**src/rtl/blob_pkg.sv**
```systemverilog
// blob_pkg: shared defaults, state encoding, result record and error bit positions
package blob_pkg;
  localparam int DEF_IMG_COL     = 800;
  localparam int DEF_IMG_ROW     = 600;
  localparam int DEF_CAT_WAIT    = 2048;
  localparam int DEF_TIMEOUT_CYC = 1048576;
  localparam int ERR_UNDERRUN    = 0;
  localparam int ERR_TIMEOUT     = 1;
  typedef enum logic [2:0] {IDLE, ARM, STREAM, WAIT_RES, CAT, HOLD, RELEASE} seq_state_e;
  typedef struct packed {
    logic [7:0] count;
    logic [7:0] bigger;
    logic [7:0] smaller;
  } blob_result_t;
endpackage

```
**src/rtl/blob_raster_counter.sv**
```systemverilog
// blob_raster_counter: col/row position of the pixel being streamed, with frame-end and border flags
module blob_raster_counter import blob_pkg::*; #(
  parameter int IMG_COL = DEF_IMG_COL,
  parameter int IMG_ROW = DEF_IMG_ROW
) (
  input  logic i_clk,
  input  logic i_rst_n,
  input  logic i_en,
  input  logic i_clr,
  output logic o_last_pix,
  output logic o_border
);
  logic [9:0] r_col, r_row;
  logic       w_last_col, w_last_row;
  assign w_last_col = r_col == 10'(IMG_COL - 1);
  assign w_last_row = r_row == 10'(IMG_ROW - 1);
  assign o_last_pix = w_last_col & w_last_row;
  assign o_border   = (r_col == '0) | w_last_col | (r_row == '0) | w_last_row;
  always_ff @(posedge i_clk or negedge i_rst_n)
    if (!i_rst_n) begin
      r_col <= '0;
      r_row <= '0;
    end else if (i_clr) begin
      r_col <= '0;
      r_row <= '0;
    end else if (i_en) begin
      r_col <= w_last_col ? '0 : r_col + 10'd1;
      r_row <= w_last_col ? (w_last_row ? '0 : r_row + 10'd1) : r_row;
    end
endmodule

```
**src/rtl/blob_scan_sequencer.sv**
```systemverilog
// blob_scan_sequencer: streams one binarized frame into the blob counter per start and latches its results.
// Define SEQ_BORDER_MASK_EN to force the foreground bit to 0 on the frame border.
module blob_scan_sequencer import blob_pkg::*; #(
  parameter int IMG_COL     = DEF_IMG_COL,
  parameter int IMG_ROW     = DEF_IMG_ROW,
  parameter int CAT_WAIT    = DEF_CAT_WAIT,
  parameter int TIMEOUT_CYC = DEF_TIMEOUT_CYC
) (
  input  logic       i_clk,
  input  logic       i_rst_n,
  input  logic       i_start,
  input  logic       i_mode,
  input  logic [7:0] i_threshold,
  input  logic       i_pix_valid,
  input  logic [7:0] i_pix_luma,
  output logic       o_pix_ready,
  output logic       o_blob_valid,
  output logic       o_blob_seq,
  output logic       o_blob_switch,
  input  logic       i_blob_done,
  input  logic [7:0] i_blob_count,
  input  logic [7:0] i_blob_bigger,
  input  logic [7:0] i_blob_smaller,
  output logic [7:0] o_count,
  output logic [7:0] o_bigger,
  output logic [7:0] o_smaller,
  output logic       o_busy,
  output logic       o_done,
  output logic [1:0] o_err
);
`ifdef SEQ_BORDER_MASK_EN
  localparam logic MASK_BORDER = 1'b1;
`else
  localparam logic MASK_BORDER = 1'b0;
`endif
  localparam logic [19:0] TO_LAST  = 20'(TIMEOUT_CYC - 1);
  localparam logic [19:0] CAT_LAST = 20'(CAT_WAIT - 1);
  logic [2:0]   r_state, w_next;
  logic [19:0]  r_wait;
  logic [1:0]   r_err;
  logic         r_sw;
  blob_result_t r_res;
  logic         w_last_pix, w_border, w_start_ok, w_timeout, w_cat_end;
  blob_raster_counter #(.IMG_COL(IMG_COL), .IMG_ROW(IMG_ROW)) u_raster (
    .i_clk      (i_clk),
    .i_rst_n    (i_rst_n),
    .i_en       (r_state == STREAM),
    .i_clr      (r_state == ARM),
    .o_last_pix (w_last_pix),
    .o_border   (w_border)
  );
  assign w_start_ok = i_start & ((r_state == IDLE) | (r_state == HOLD));
  assign w_timeout  = (r_state == WAIT_RES) & ~i_blob_done & (r_wait == TO_LAST);
  assign w_cat_end  = r_wait == CAT_LAST;
  always_comb begin
    w_next = r_state;
    case (r_state)
      IDLE:     w_next = i_start ? ARM : IDLE;
      ARM:      w_next = STREAM;
      STREAM:   w_next = w_last_pix ? WAIT_RES : STREAM;
      WAIT_RES: w_next = i_blob_done ? (i_mode ? CAT : HOLD) : (w_timeout ? RELEASE : WAIT_RES);
      CAT:      w_next = w_cat_end ? HOLD : CAT;
      HOLD:     w_next = i_start ? RELEASE : HOLD;
      RELEASE:  w_next = (r_wait == 20'd1) ? ARM : RELEASE;
      default:  w_next = IDLE;
    endcase
  end
  // r_wait restarts on every state change and serves WAIT_RES, CAT and RELEASE
  always_ff @(posedge i_clk or negedge i_rst_n)
    if (!i_rst_n) begin
      r_state <= IDLE;
      r_wait  <= '0;
      r_err   <= '0;
      r_sw    <= 1'b0;
      r_res   <= '0;
    end else begin
      r_state <= w_next;
      r_wait  <= (w_next != r_state) ? '0 : (&r_wait ? r_wait : r_wait + 20'd1);
      if (w_start_ok) r_err <= '0;
      else begin
        if ((r_state == STREAM) && !i_pix_valid) r_err[ERR_UNDERRUN] <= 1'b1;
        if (w_timeout) r_err[ERR_TIMEOUT] <= 1'b1;
      end
      if (w_timeout) r_res <= '0;
      else begin
        if ((r_state == WAIT_RES) && i_blob_done) r_res.count <= i_blob_count;
        if ((r_state == CAT) && w_cat_end) begin
          r_res.bigger  <= i_blob_bigger;
          r_res.smaller <= i_blob_smaller;
        end
      end
      r_sw <= (r_state == CAT) | ((r_state == HOLD) & r_sw & i_mode);
    end
  assign o_pix_ready   = r_state == STREAM;
  assign o_blob_valid  = (r_state != IDLE) & (r_state != RELEASE);
  assign o_blob_seq    = o_pix_ready & i_pix_valid & (i_pix_luma > i_threshold) & ~(MASK_BORDER & w_border);
  assign o_blob_switch = (r_state == CAT) | ((r_state == HOLD) & r_sw);
  assign o_busy        = (r_state != IDLE) & (r_state != HOLD);
  assign o_done        = r_state == HOLD;
  assign o_err         = r_err;
  assign o_count       = r_res.count;
  assign o_bigger      = r_res.bigger;
  assign o_smaller     = r_res.smaller;
endmodule

```
**config.mk**
```make
export PLATFORM = sky130hd
export DESIGN_NAME = blob_scan_sequencer
export DESIGN_NICKNAME = d
export VERILOG_FILES = /design/src/rtl/blob_pkg.sv /design/src/rtl/blob_raster_counter.sv /design/src/rtl/blob_scan_sequencer.sv
export SDC_FILE = /design/constraint.sdc
export NUM_CORES = 1
export LEC_CHECK = 0
export ABC_AREA = 1
export ABC_CLOCK_PERIOD_IN_PS = 2700
export CORE_ASPECT_RATIO = 0.5
export CORE_MARGIN = 2
export CORE_UTILIZATION = 50
export DETAILED_ROUTE_END_ITERATION = 10
export DONT_BUFFER_PORTS = 1
export GPL_ROUTABILITY_DRIVEN = 0
export PLACE_DENSITY = 0.65
export SYNTH_ARGS = -nofsm -noshare
export SYNTH_HDL_FRONTEND = slang
export SYNTH_SLANG_ARGS = --single-unit
```
**constraint.sdc**
```tcl
create_clock -name i_clk -period 2.7 [get_ports i_clk]
set_clock_uncertainty 0.15 [all_clocks]
set_input_delay 0.135 -clock i_clk [delete_from_list [all_inputs] [get_ports i_clk]]
set_output_delay 0.135 -clock i_clk [all_outputs]
set_load 0.01 [all_outputs]
```
After elaboration in Yosys (flattened, before gate mapping). Index checks and enable logic that the tools add are counted.

Input port bits: 46. Logic and storage cells: 81. Register bits: 70. Output and inout bits: 32.

Reduce and logical (&&, ||, !) cells: 14. Mux-type cells: 24. $lt $le $gt $ge: 1. Add/subtract/negate cells: 3. Bitwise gates (word level): 14. Eq/ne operators: 15.

Operators by type and width (count): 10-bit 2-to-1 mux (7); 20-bit 2-to-1 mux (2); 24-bit 2-to-1 mux (1); 3-bit one-hot mux with 7 select lines (1); 10-bit by 1-bit adder with 10-bit output (second input constant) (2); 20-bit by 1-bit adder with 20-bit output (second input constant) (1); 10-bit equality test (second input constant) (2); 20-bit by 1-bit equality test with 1-bit output (second input constant) (1); 20-bit by 11-bit equality test with 1-bit output (second input constant) (1); 20-bit equality test (second input constant) (1); 20-bit AND reduction (1); 16-bit 2-to-1 mux (1); 2-bit nonzero test (6); 1-bit AND (10); 3-bit equality test (second input constant) (3); 3-bit 2-to-1 mux (3); 8-bit greater-than comparator (1); 8-bit 2-to-1 mux (1); 3-bit by 2-bit equality test with 1-bit output (second input constant) (2); 1-bit 2-to-1 mux (6); 3-bit != test (second input constant) (2); 2-bit 2-to-1 mux (2); 3-bit by 1-bit equality test with 1-bit output (second input constant) (1); 1-bit logical AND (3); other kinds (8) (10).

Longest topological paths before layout. Gate-level depths: netlist (run 1).

Depth after elaboration: 8. Gate-level depth with buffers: 14.

Cells and area by module. From an unflattened synthesis (run 1), not the netlist that was laid out.

Cells, all modules: 590. Area, all modules: 4347.9 um2.

By module, submodules not included: blob_scan_sequencer (seq. area each 1251.2 um2, instances 1, cells each 390, area an instance 2974.1 um2); blob_raster_counter (seq. area each 500.5 um2, instances 1, cells each 200, area an instance 1373.8 um2).

Worst setup path after synthesis (run 1). OpenSTA, ideal clock, no wires.

Path type: flip-flop to flip-flop. Start point: register u_raster.r_col[0]. End point: register u_raster.r_row[7]. Arrival: 1.553 ns. Stages on the path, launching flop included: 11. Setup slack: 0.878 ns. Clock period less this slack: 1.822 ns. Path buffers: 1. Required time: 2.430 ns. Path through: dfrtp_1 -> ha_1 -> nand3_1 -> nor2_2 -> nand2_1 -> nor2_2 -> nor2_1 -> buf_2 -> nor2_1 -> nand2_1 -> and3_1.

Longest elaborated chain between the ends: 3.

Ends and longest elaborated chain: start: declaration (line blob_raster_counter.sv:13) `logic [9:0] r_col, r_row;`; start signal: assignment (line blob_raster_counter.sv:27) `r_col <= w_last_col ? '0 : r_col + 10'd1;`; 10-bit equality test (line blob_raster_counter.sv:15) `assign w_last_col = r_col == 10'(IMG_COL - 1);`; 2-bit nonzero test (no line); 2-bit AND reduction (no line); end signal: assignment (line blob_raster_counter.sv:28) `r_row <= w_last_col ? (w_last_row ? '0 : r_row + 10'd1) : r_row;`; end: declaration (line blob_raster_counter.sv:13).

Every way passes these cells. A chain may end at the register's enable or synchronous reset.

Final worst setup path (run 1).
Start point: register r_state[1]. End point: register r_res (netlist bit o_count[1]).

Longest elaborated chain between the ends: 4.

Ends and longest elaborated chain: start: declaration (line blob_scan_sequencer.sv:38) `logic [2:0] r_state, w_next;`; start signal: assignment (line blob_scan_sequencer.sv:77) `r_state <= w_next;`; 3-bit by 2-bit equality test with 1-bit output * (line blob_scan_sequencer.sv:53, blob_scan_sequencer.sv:86); 1-bit AND (2 in series) (line blob_scan_sequencer.sv:53) `assign w_timeout = (r_state == WAIT_RES) & ~i_blob_done & (r_wait == TO_LAST);`; 24-bit 2-to-1 mux / 2-bit nonzero test (equally long branches); end: declaration (line blob_scan_sequencer.sv:42) `blob_result_t r_res;`.

Every way passes the cells marked *; elsewhere a longest branch is shown, timed or not.

==> run_results.csv, run 1 <==
group,metric,value,unit
floorplan,dieArea,0.00885,mm^2
sta,fmax,394,MHz
clocking,cts-resized-gates,0,
global_route,grt_pass1_wl,15300,um
power_and_ir_drop,vdd_drop_max,574,uV
routing,firstDrtPassIters,5,
routing,route.detailed.drc,0,
global_route,grt_max_degree,71,
critical_path,path_max_fanout,9,
sta,fin_crit_sh,0.941,
sta,timing.slew.headroom,0.552,
cells_and_area,fin_cells,674,
logic_synthesis,ys_seq_elements,70,
global_route,track_usage,0.226,
logic_synthesis,synthesis.nets,570,
sta,rsz0062_at_grt,"no",
clocking,htreeDepth,3,
floorplan,die_h,67.5,um
cells_and_area,multi_input_area,0.00197,mm^2
cells_and_area,final_area,0.00493,mm^2
critical_path,crit_path_end_kind,"register",
logic_synthesis,ys_seq_area_frac,0.434,
placement,dp_cells,613,
cells_and_area,fin_nets,616,
cells_and_area,layout.cells.most_common,"nand2_1",
critical_path,cp_cell_sequence,"nand3_1, clkinv_1, nand3_1, dlygate4sd3_1, nand2_1, dlygate4sd3_1",
floorplan,design.core.area,0.00791,mm^2
cells_and_area,seq_area,0.00175,mm^2
cells_and_area,diodes,0,
power_and_ir_drop,power_density,758,mW/mm^2
cells_and_area,layout-drive-gt1-share,0.112,
logic_synthesis,syn_area,0.00404,mm^2
critical_path,crit_arrival,2600,ps
sta,hold_violations,0,
logic_synthesis,yosysWarnings,0,
placement,pre_cts_slack,355,ps
sta,fin_setup_tns,0,ps
routing,viasPerCell,5.34,
placement,dp_hpwl,6190,um
floorplan,initial_utilization,0.510,
cells_and_area,syn_to_final_growth,22.1,%
critical_path,path_buf_inv,3,
clocking,clock-root-buffer,"clkbuf_16",
cells_and_area,final_util,0.623,
outcome,outcome,"complete, no violations",
clocking,post_cts_buffers,0,
critical_path,critPathLaunchType,"register",
clocking,numCtsBuffers,9,
critical_path,cp_top_family,"buffers and inverters",
floorplan,die_x,131,um
clocking,clkSlewWorstSetupHoldPaths,60,ps
power_and_ir_drop,p_leak,2.22,nW
logic_synthesis,yosys.cell_types.count,37,
global_route,antenna_found_initial,0,
floorplan,pin_count,78,
cells_and_area,final_cell_mix,"94 x nand2_1, 70 x dfrtp_1, 57 x nor2_1",
cells_and_area,nFillCells,691,
clocking,clock_path_buffers,2,
logic_synthesis,synth_area_per_cell,7.88,um^2
placement,port_buffers,0,
routing,num_vias,3598,
clocking,cts_tree,"yes",
sta,fin_ws,160,ps
global_route,grt-ovfl-total,0,
critical_path,required,2760,ps
sta,finalSetupViolCount,0,
sta,min_period,2540,ps
clocking,cts.sinks,70,
placement,dpl_cell_area,0.00411,mm^2
routing,drt-total-wl,9370,um
sta,worst_slew_pin_slew,669,ps
job,cap_violations,0,
floorplan,num_rows,23,
critical_path,crit_path_max_incr_delay,570,ps
critical_path,critical_path_class,"reg2reg",
logic_synthesis,syn_inst,512,
routing,postRouteAntennaNets,0,
min_path,hp-class,"in2reg",
critical_path,crit_slowest_cell,"dlygate4sd3_1",
global_route,grt_pass1_vias,3312,
routing,dr.first_iter.drc_count,223,
routing,wire_per_inst,13.9,um
clocking,clock_latency,330,ps
sta,drv_slew,0,
worst min-delay path, delay by kind of cell:
family,cells,cell delay [ps]
and+or+nand+nor,3,370
flip-flops by register name, summed over array words and instances, names as in the netlist:
register        cells
u_raster.r_col     10
o_bigger            8
u_raster.r_row     10
o_smaller           8
r_wait             20
r_sw                1
o_err               2
o_count             8
r_state             3
cells in the mapped netlist:
library cell  instances  area (um^2)
nand3b_1              1         7.51
nor3_2                1         10.0
nor3b_1               1         7.51
inv_1                53          199
buf_6                 3         33.8
nor3_1               10         50.1
a211oi_1              1         7.51
a21boi_1              1         7.51
dfrtp_1              70         1750
nor2_2               24          150
a32o_1                1         10.0
o21a_1                2         15.0
buf_2                 5         25.0
a31oi_1               1         6.26
o22ai_1               4         25.0
nand2_1              94          353
a22oi_1               1         7.51
nand3_4               1         17.5
nor2_4                3         33.8
nor2_1               57          214
ha_1                 12          150
inv_2                 4         15.0
clkbuf_1              5         18.8
clkinv_1              2         7.51
xor2_1                9         78.8
and3_1                2         12.5
nand4_1              31          194
a21oi_1              32          160
o21ai_0              17         85.1
nand3_1              44          220
nand3_2               4         40.0
xnor2_1               5         43.8
buf_4                 2         15.0
a221oi_1              1         8.76
nand2_4               1         11.3
nor4_1                2         12.5
nand2_2               5         31.3
logic make-up after synthesis:
kind of cell	Yosys count	synth area share
buf+inv	74	0.0778
simple gates	281	0.338
flops	70	0.434
xor+xnor	14	0.0304
fa+ha+maj	12	0.0372
compound gates	61	0.0825
final timing paths:
kind | from | endpoint | slack, ps | depth (start not counted)
worst max-delay path | r_state[1] | o_count[1] | 160 | 6
worst min register to register | u_raster.r_col[0] | u_raster.r_col[0] | 360 | 1
worst max register to register | r_state[1] | o_count[1] | 160 | 6
min in group asynchronous | i_rst_n | r_wait[17] | 180 | 2
max in group asynchronous | i_rst_n | o_smaller[0] | 1930 | 2
worst min-delay path | i_blob_done | r_state[1] | 60 | 3
per-stage QoR:
stage / hold slack, ps / power [mW]
6_report: 57.8 / 3.73
3_5_place_dp: -309 / 2.24
4_1_cts: 37.6 / 3.76
2_1_floorplan: -311 / 2.08
5_1_grt: 72.9 / 3.95
3_3_place_gp: -309 / 2.22
layout make-up:
type                            count  share of cell area
Timing Repair Buffer               50               0.103
Multi-Input combinational cell    368               0.400
Clock buffer                        9              0.0457
Clock inverter                      6              0.0226
Tap cell                          112              0.0284
Sequential cell                    70               0.355
Inverter                           59              0.0449
what timing repair did:
action / in CTS / in global routing
hold endpoints to repair: 98 / 0
hold buffers: 46 / 0
endpoints found under the setup margin: 0 / 0
routing by layer:
layer  share of wire  vias up  track usage  routed length (um)
li1                -     1793            -                   -
met1            0.47     1697        0.299                4400
met2            0.47       91        0.371                4360
met3           0.050       17       0.0539                 470
met4           0.015        0       0.0785                 143
met5               0        -            0                   0
power by group:
| part | switching [mW] | internal [mW] | total [mW] |
|---|---|---|---|
| Sequential | 0.154 | 1.18 | 1.34 |
| Clock | 0.436 | 0.896 | 1.33 |
| Combinational | 0.684 | 0.382 | 1.07 |
| Total | 1.27 | 2.46 | 3.73 |
Note: power is estimated with default switching activity, not from simulation.
==> inputs of run 2 (changes only) <==
==> constraint.sdc (replaced) <==
create_clock -name i_clk -period 2.7 [get_ports i_clk]
set_clock_uncertainty 0.15 [all_clocks]
set_input_delay 0.405 -clock i_clk [delete_from_list [all_inputs] [get_ports i_clk]]
set_output_delay 0.405 -clock i_clk [all_outputs]
set_load 0.01 [all_outputs]
==> run_results.csv, run 2 (same netlist as run 1, synthesis figures left out) <==
group,metric,value,unit
routing,postRouteAntennaNets,0,
critical_path,startpoint,"u_raster.r_col[0]",
global_route,grt_pass1_wl,14100,um
sta,timing.slew.headroom,0.554,
cells_and_area,top_register,"r_wait",
power_and_ir_drop,vdd_drop_max,570,uV
routing,route.detailed.drc,0,
routing,firstDrtPassIters,4,
critical_path,crit_top_cell,"nor2_2",
critical_path,crit_arrival,2440,ps
critical_path,r2r-end,"u_raster.r_row[5]",
critical_path,critPathLaunchType,"register",
floorplan,die_h,67.5,um
cells_and_area,largest_reg_flops,20,
cells_and_area,layout-drive-gt1-share,0.122,
floorplan,initial_utilization,0.510,
sta,hold_violations,0,
critical_path,crit_path_end_kind,"register",
sta,finalSetupViolCount,0,
placement,dp_hpwl,6190,um
cells_and_area,layout.cells.most_common,"nand2_1",
critical_path,path_max_fanout,12,
power_and_ir_drop,combPwrFrac,0.253,
global_route,top_usage_layer,"met2",
min_path,hp-class,"in2reg",
global_route,grt-ovfl-total,0,
clocking,numCtsBuffers,9,
critical_path,required,2780,ps
power_and_ir_drop,clock_power_share,0.374,
routing,num_vias,3335,
global_route,grt_pass1_vias,3041,
power_and_ir_drop,sw_frac_of_total,0.345,
cells_and_area,final_util,0.567,
cells_and_area,nFillCells,761,
clocking,clock_path_buffers,2,
global_route,met2_usage,0.331,
sta,worst_slew_pin_slew,666,ps
clocking,clock_latency,340,ps
cells_and_area,top_regs,"r_wait (20), u_raster.r_col (10), u_raster.r_row (10)",
cells_and_area,syn_to_final_growth,11.2,%
critical_path,crit_slowest_cell,"nor2_1",
sta,drv_slew,0,
power_and_ir_drop,p_int,2.34,mW
sta,min_period,2360,ps
sta,fin_setup_tns,0,ps
power_and_ir_drop,seq_power_share,0.373,
cells_and_area,final_cell_mix,"94 x nand2_1, 70 x dfrtp_1, 57 x nor2_1",
clocking,clock-root-buffer,"clkbuf_16",
clocking,cts_tree,"yes",
critical_path,reg2reg_depth,8,
global_route,grtUsageMet1,0.277,
clocking,htreeDepth,3,
outcome,outcome,"complete, no violations",
job,cap_violations,0,
floorplan,pin_count,78,
global_route,track_usage,0.209,
cells_and_area,fin_nets,572,
critical_path,critical_path_class,"reg2reg",
power_and_ir_drop,p_leak,2.04,nW
floorplan,num_rows,23,
global_route,grt_max_degree,71,
sta,rsz0062_at_grt,"no",
critical_path,regToRegSetupSlack,340,ps
global_route,grtUsageMet3,0.0555,
placement,port_buffers,0,
critical_path,crit_path_max_incr_delay,520,ps
global_route,antenna_found_initial,0,
power_and_ir_drop,power_switching,1.23,mW
sta,fin_crit_sh,0.873,
routing,wire_per_inst,13.7,um
floorplan,design.core.area,0.00791,mm^2
power_and_ir_drop,power_density,795,mW/mm^2
routing,drt-total-wl,8620,um
floorplan,dieArea,0.00885,mm^2
critical_path,rr_startpoint,"u_raster.r_col[0]",
critical_path,cp_cell_sequence,"ha_1, nand3_1, nor2_2, nand2_1, nor2_2, nor2_1, inv_2, o21ai_0",
sta,fmax,424,MHz
cells_and_area,diodes,0,
routing,dr.first_iter.drc_count,244,
clocking,post_cts_buffers,0,
clocking,clkSlewWorstSetupHoldPaths,60,ps
critical_path,crit_end,"u_raster.r_row[5]",
routing,viasPerCell,5.29,
floorplan,die_x,131,um
clocking,cts.sinks,70,
run 2: cell types whose count changed in the layout (fill, tap and decap cells not counted), sizes merged:
cell         previous run  this run
dlygate4sd3            45         1
run 2: how the worst min path moves through the flow:
stage | to | cells past startpoint | startpoint
final | r_sw | 2 | i_mode
after global routing | r_sw | 2 | i_mode
after CTS | r_sw | 2 | i_mode
after detailed placement | r_wait[0] | 0 | i_rst_n
after global placement | r_wait[0] | 0 | i_rst_n
after floorplan | o_bigger[0] | 0 | i_rst_n
run 2: power groups by stage:
stage / Sequential (mW) / Combinational [mW] / Clock [mW]
final: 1.33 / 0.901 / 1.33
after global routing: 1.35 / 1.04 / 1.40
after CTS: 1.33 / 0.919 / 1.36
after detailed placement: 1.35 / 0.887 / 0
after global placement: 1.35 / 0.874 / 0
after floorplan: 1.32 / 0.764 / 0
run 2: layer usage:
metal | vias to the layer above | share of wire | wire length, um
met1 | 1559 | 0.49 | 4240
met3 | 17 | 0.032 | 275
met2 | 59 | 0.45 | 3920
met4 | 0 | 0.021 | 185
li1 | 1700 | - | -
met5 | - | 0 | 0
run 2: cell type report:
class | instances | area [um^2] | area share
clock inverter | 6 | 111 | 0.0248
sequential | 70 | 1750 | 0.390
multi-input combinational | 368 | 1970 | 0.439
tap | 112 | 140 | 0.0312
inverter | 59 | 221 | 0.0493
clock buffer | 9 | 225 | 0.0502
timing repair buffer | 6 | 67.6 | 0.0151
run 2: worst max-delay path, delay by kind of cell (launching register included):
family                   cells  cell delay (ps)
buffers and inverters        1              260
AND/OR/NAND/NOR              5              910
AO/OA/AOI/OAI                1              280
flip-flops                   1              400
adder cells (fa/ha/maj)      1              240
run 2: repair_timing:
item / in CTS / in global routing
gates resized for setup: 0 / 0
hold endpoints to repair: 70 / 0
hold buffers: 2 / 0
run 2: per-stage QoR:
step	hold slack (ps)	std cells	instance area (um^2)	setup WS [ps]	power, mW
3_3_place_gp	-38.8	613	4110	418	2.22
4_1_cts	44.5	630	4490	345	3.61
2_1_floorplan	-40.6	512	4040	878	2.08
6_report	57.0	630	4490	344	3.57
5_1_grt	50.5	630	4490	116	3.79
3_5_place_dp	-38.8	613	4110	355	2.24
==> inputs of run 3 (changes only) <==
--- a/config.mk
+++ b/config.mk
@@ -8,7 +8,6 @@
 export ABC_AREA = 1
 export ABC_CLOCK_PERIOD_IN_PS = 2700
 export CORE_ASPECT_RATIO = 0.5
-export CORE_MARGIN = 2
 export CORE_UTILIZATION = 50
 export DETAILED_ROUTE_END_ITERATION = 10
 export DONT_BUFFER_PORTS = 1
==> run_results.csv, run 3 (same netlist as run 1, synthesis figures left out) <==
group,metric,value,unit
routing,wire_per_inst,14.3,um
floorplan,initial_utilization,0.533,
sta,fin_setup_tns,0,ps
global_route,grt-ovfl-total,0,
floorplan,design.core.area,0.00757,mm^2
critical_path,critPathLaunchType,"register",
cells_and_area,top_regs,"r_wait (20), u_raster.r_col (10), u_raster.r_row (10)",
clocking,cts.sinks,70,
outcome,outcome,"complete, no violations",
cells_and_area,layout.cells.most_common,"nand2_1",
global_route,grt_pass1_wl,14700,um
global_route,top_usage_layer,"met2",
global_route,antenna_found_initial,0,
cells_and_area,diodes,0,
routing,viasPerCell,5.46,
sta,timing.slew.headroom,0.562,
cells_and_area,top_register,"r_wait",
global_route,grtUsageMet3,0.0725,
clocking,numCtsBuffers,9,
floorplan,num_rows,22,
placement,port_buffers,0,
sta,fin_ws,370,ps
critical_path,crit_arrival,2440,ps
global_route,met2_usage,0.374,
sta,hold_violations,0,
routing,num_vias,3415,
cells_and_area,fin_nets,573,
critical_path,crit_path_max_incr_delay,520,ps
sta,fin_crit_sh,0.863,
global_route,track_usage,0.230,
cells_and_area,layout-drive-gt1-share,0.118,
routing,firstDrtPassIters,5,
sta,finalSetupViolCount,0,
sta,drv_slew,0,
clocking,htreeDepth,3,
critical_path,critical_path_class,"reg2reg",
job,cap_violations,0,
sta,rsz0062_at_grt,"no",
clocking,clock_latency,330,ps
routing,drt-total-wl,8950,um
power_and_ir_drop,p_leak,2.03,nW
critical_path,path_max_fanout,12,
global_route,grtUsageMet1,0.297,
global_route,grt_max_degree,71,
sta,min_period,2330,ps
cells_and_area,final_cell_mix,"94 x nand2_1, 70 x dfrtp_1, 57 x nor2_1",
cells_and_area,syn_to_final_growth,10.4,%
critical_path,cp_cell_sequence,"ha_1, nand3_1, nor2_2, nand2_1, nor2_2, nor2_1, inv_2, nand2_1, and3_1",
clocking,clock_path_buffers,2,
floorplan,die_h,65.5,um
floorplan,die_x,129,um
power_and_ir_drop,power_density,781,mW/mm^2
sta,fmax,429,MHz
min_path,hp-class,"in2reg",
cells_and_area,final_util,0.589,
routing,route.detailed.drc,0,
placement,pre_cts_slack,397,ps
power_and_ir_drop,vdd_drop_max,373,uV
critical_path,crit_slowest_cell,"nor2_1",
clocking,clkSlewWorstSetupHoldPaths,60,ps
critical_path,crit_path_end_kind,"register",
critical_path,required,2810,ps
routing,dr.first_iter.drc_count,250,
placement,dp_hpwl,6220,um
routing,postRouteAntennaNets,0,
clocking,clock-root-buffer,"clkbuf_16",
floorplan,dieArea,0.00846,mm^2
clocking,cts_tree,"yes",
cells_and_area,largest_reg_flops,20,
clocking,post_cts_buffers,0,
global_route,grt_pass1_vias,3102,
floorplan,pin_count,78,
sta,worst_slew_pin_slew,654,ps
==> run 3: cell types whose count changed in the layout (fill, tap and decap cells not counted), sizes merged <==
| cell | previous run | this run |
|---|---|---|
| clkbuf | 9 | 13 |
| bufinv | 3 | 1 |
| clkinv | 4 | 2 |
| buf | 5 | 6 |
| clkinvlp | 1 | 0 |
==> run 3: final timing paths <==
| path | from | end | slack [ps] | depth (start not counted) |
|---|---|---|---|---|
| max | u_raster.r_col[0] | u_raster.r_row[8] | 370 | 9 |
| min | i_mode | r_sw | 70 | 2 |
| max reg2reg | u_raster.r_col[0] | u_raster.r_row[8] | 370 | 9 |
| min reg2reg | u_raster.r_col[0] | u_raster.r_col[0] | 350 | 1 |
| max in group asynchronous | i_rst_n | r_wait[4] | 1610 | 2 |
| min in group asynchronous | i_rst_n | o_err[0] | 520 | 2 |
==> run 3: final cells by class <==
| cell class | count | area, um^2 |
|---|---|---|
| repair buffers | 7 | 87.6 |
| fillers | 705 | 3110 |
| multi-input cells | 368 | 1970 |
| clock inverters | 1 | 30.0 |
| clock buffers | 13 | 260 |
| flip-flops and latches | 70 | 1750 |
| well taps | 108 | 135 |
| inverters | 59 | 221 |
==> run 3: metal layers <==
layer	routed length [um]	share of wire
met1	4120	0.46
met2	4280	0.48
met3	462	0.052
met4	84	0.0094
met5	0	0
==> run 3: metrics by stage <==
stage	hold slack, ps	cell area, um^2	power [mW]	cells
after global routing	49.5	4460	3.69	626
after detailed placement	-38.7	4130	2.30	610
after CTS	57.3	4460	3.52	626
after floorplan	-40.6	4040	2.08	512
final	68.4	4460	3.48	626
after global placement	-38.8	4130	2.29	610
==> run 3: where the power goes <==
part | switching, mW | internal, mW
combinational | 0.658 | 0.305
sequential | 0.157 | 1.18
clock | 0.420 | 0.756
==> run 3: critical path, delay by kind of cell, from the launching register on <==
kind,cells,cell delay (ps)
AND/OR/NAND/NOR,7,1230
flip-flops,1,400
adder cells (fa/ha/maj),1,250
buffers and inverters,1,250
==> run 3: repair_timing <==
action | in CTS | in global routing
resized for setup | 0 | 0
hold endpoints to repair | 70 | 0
hold buffers | 2 | 0
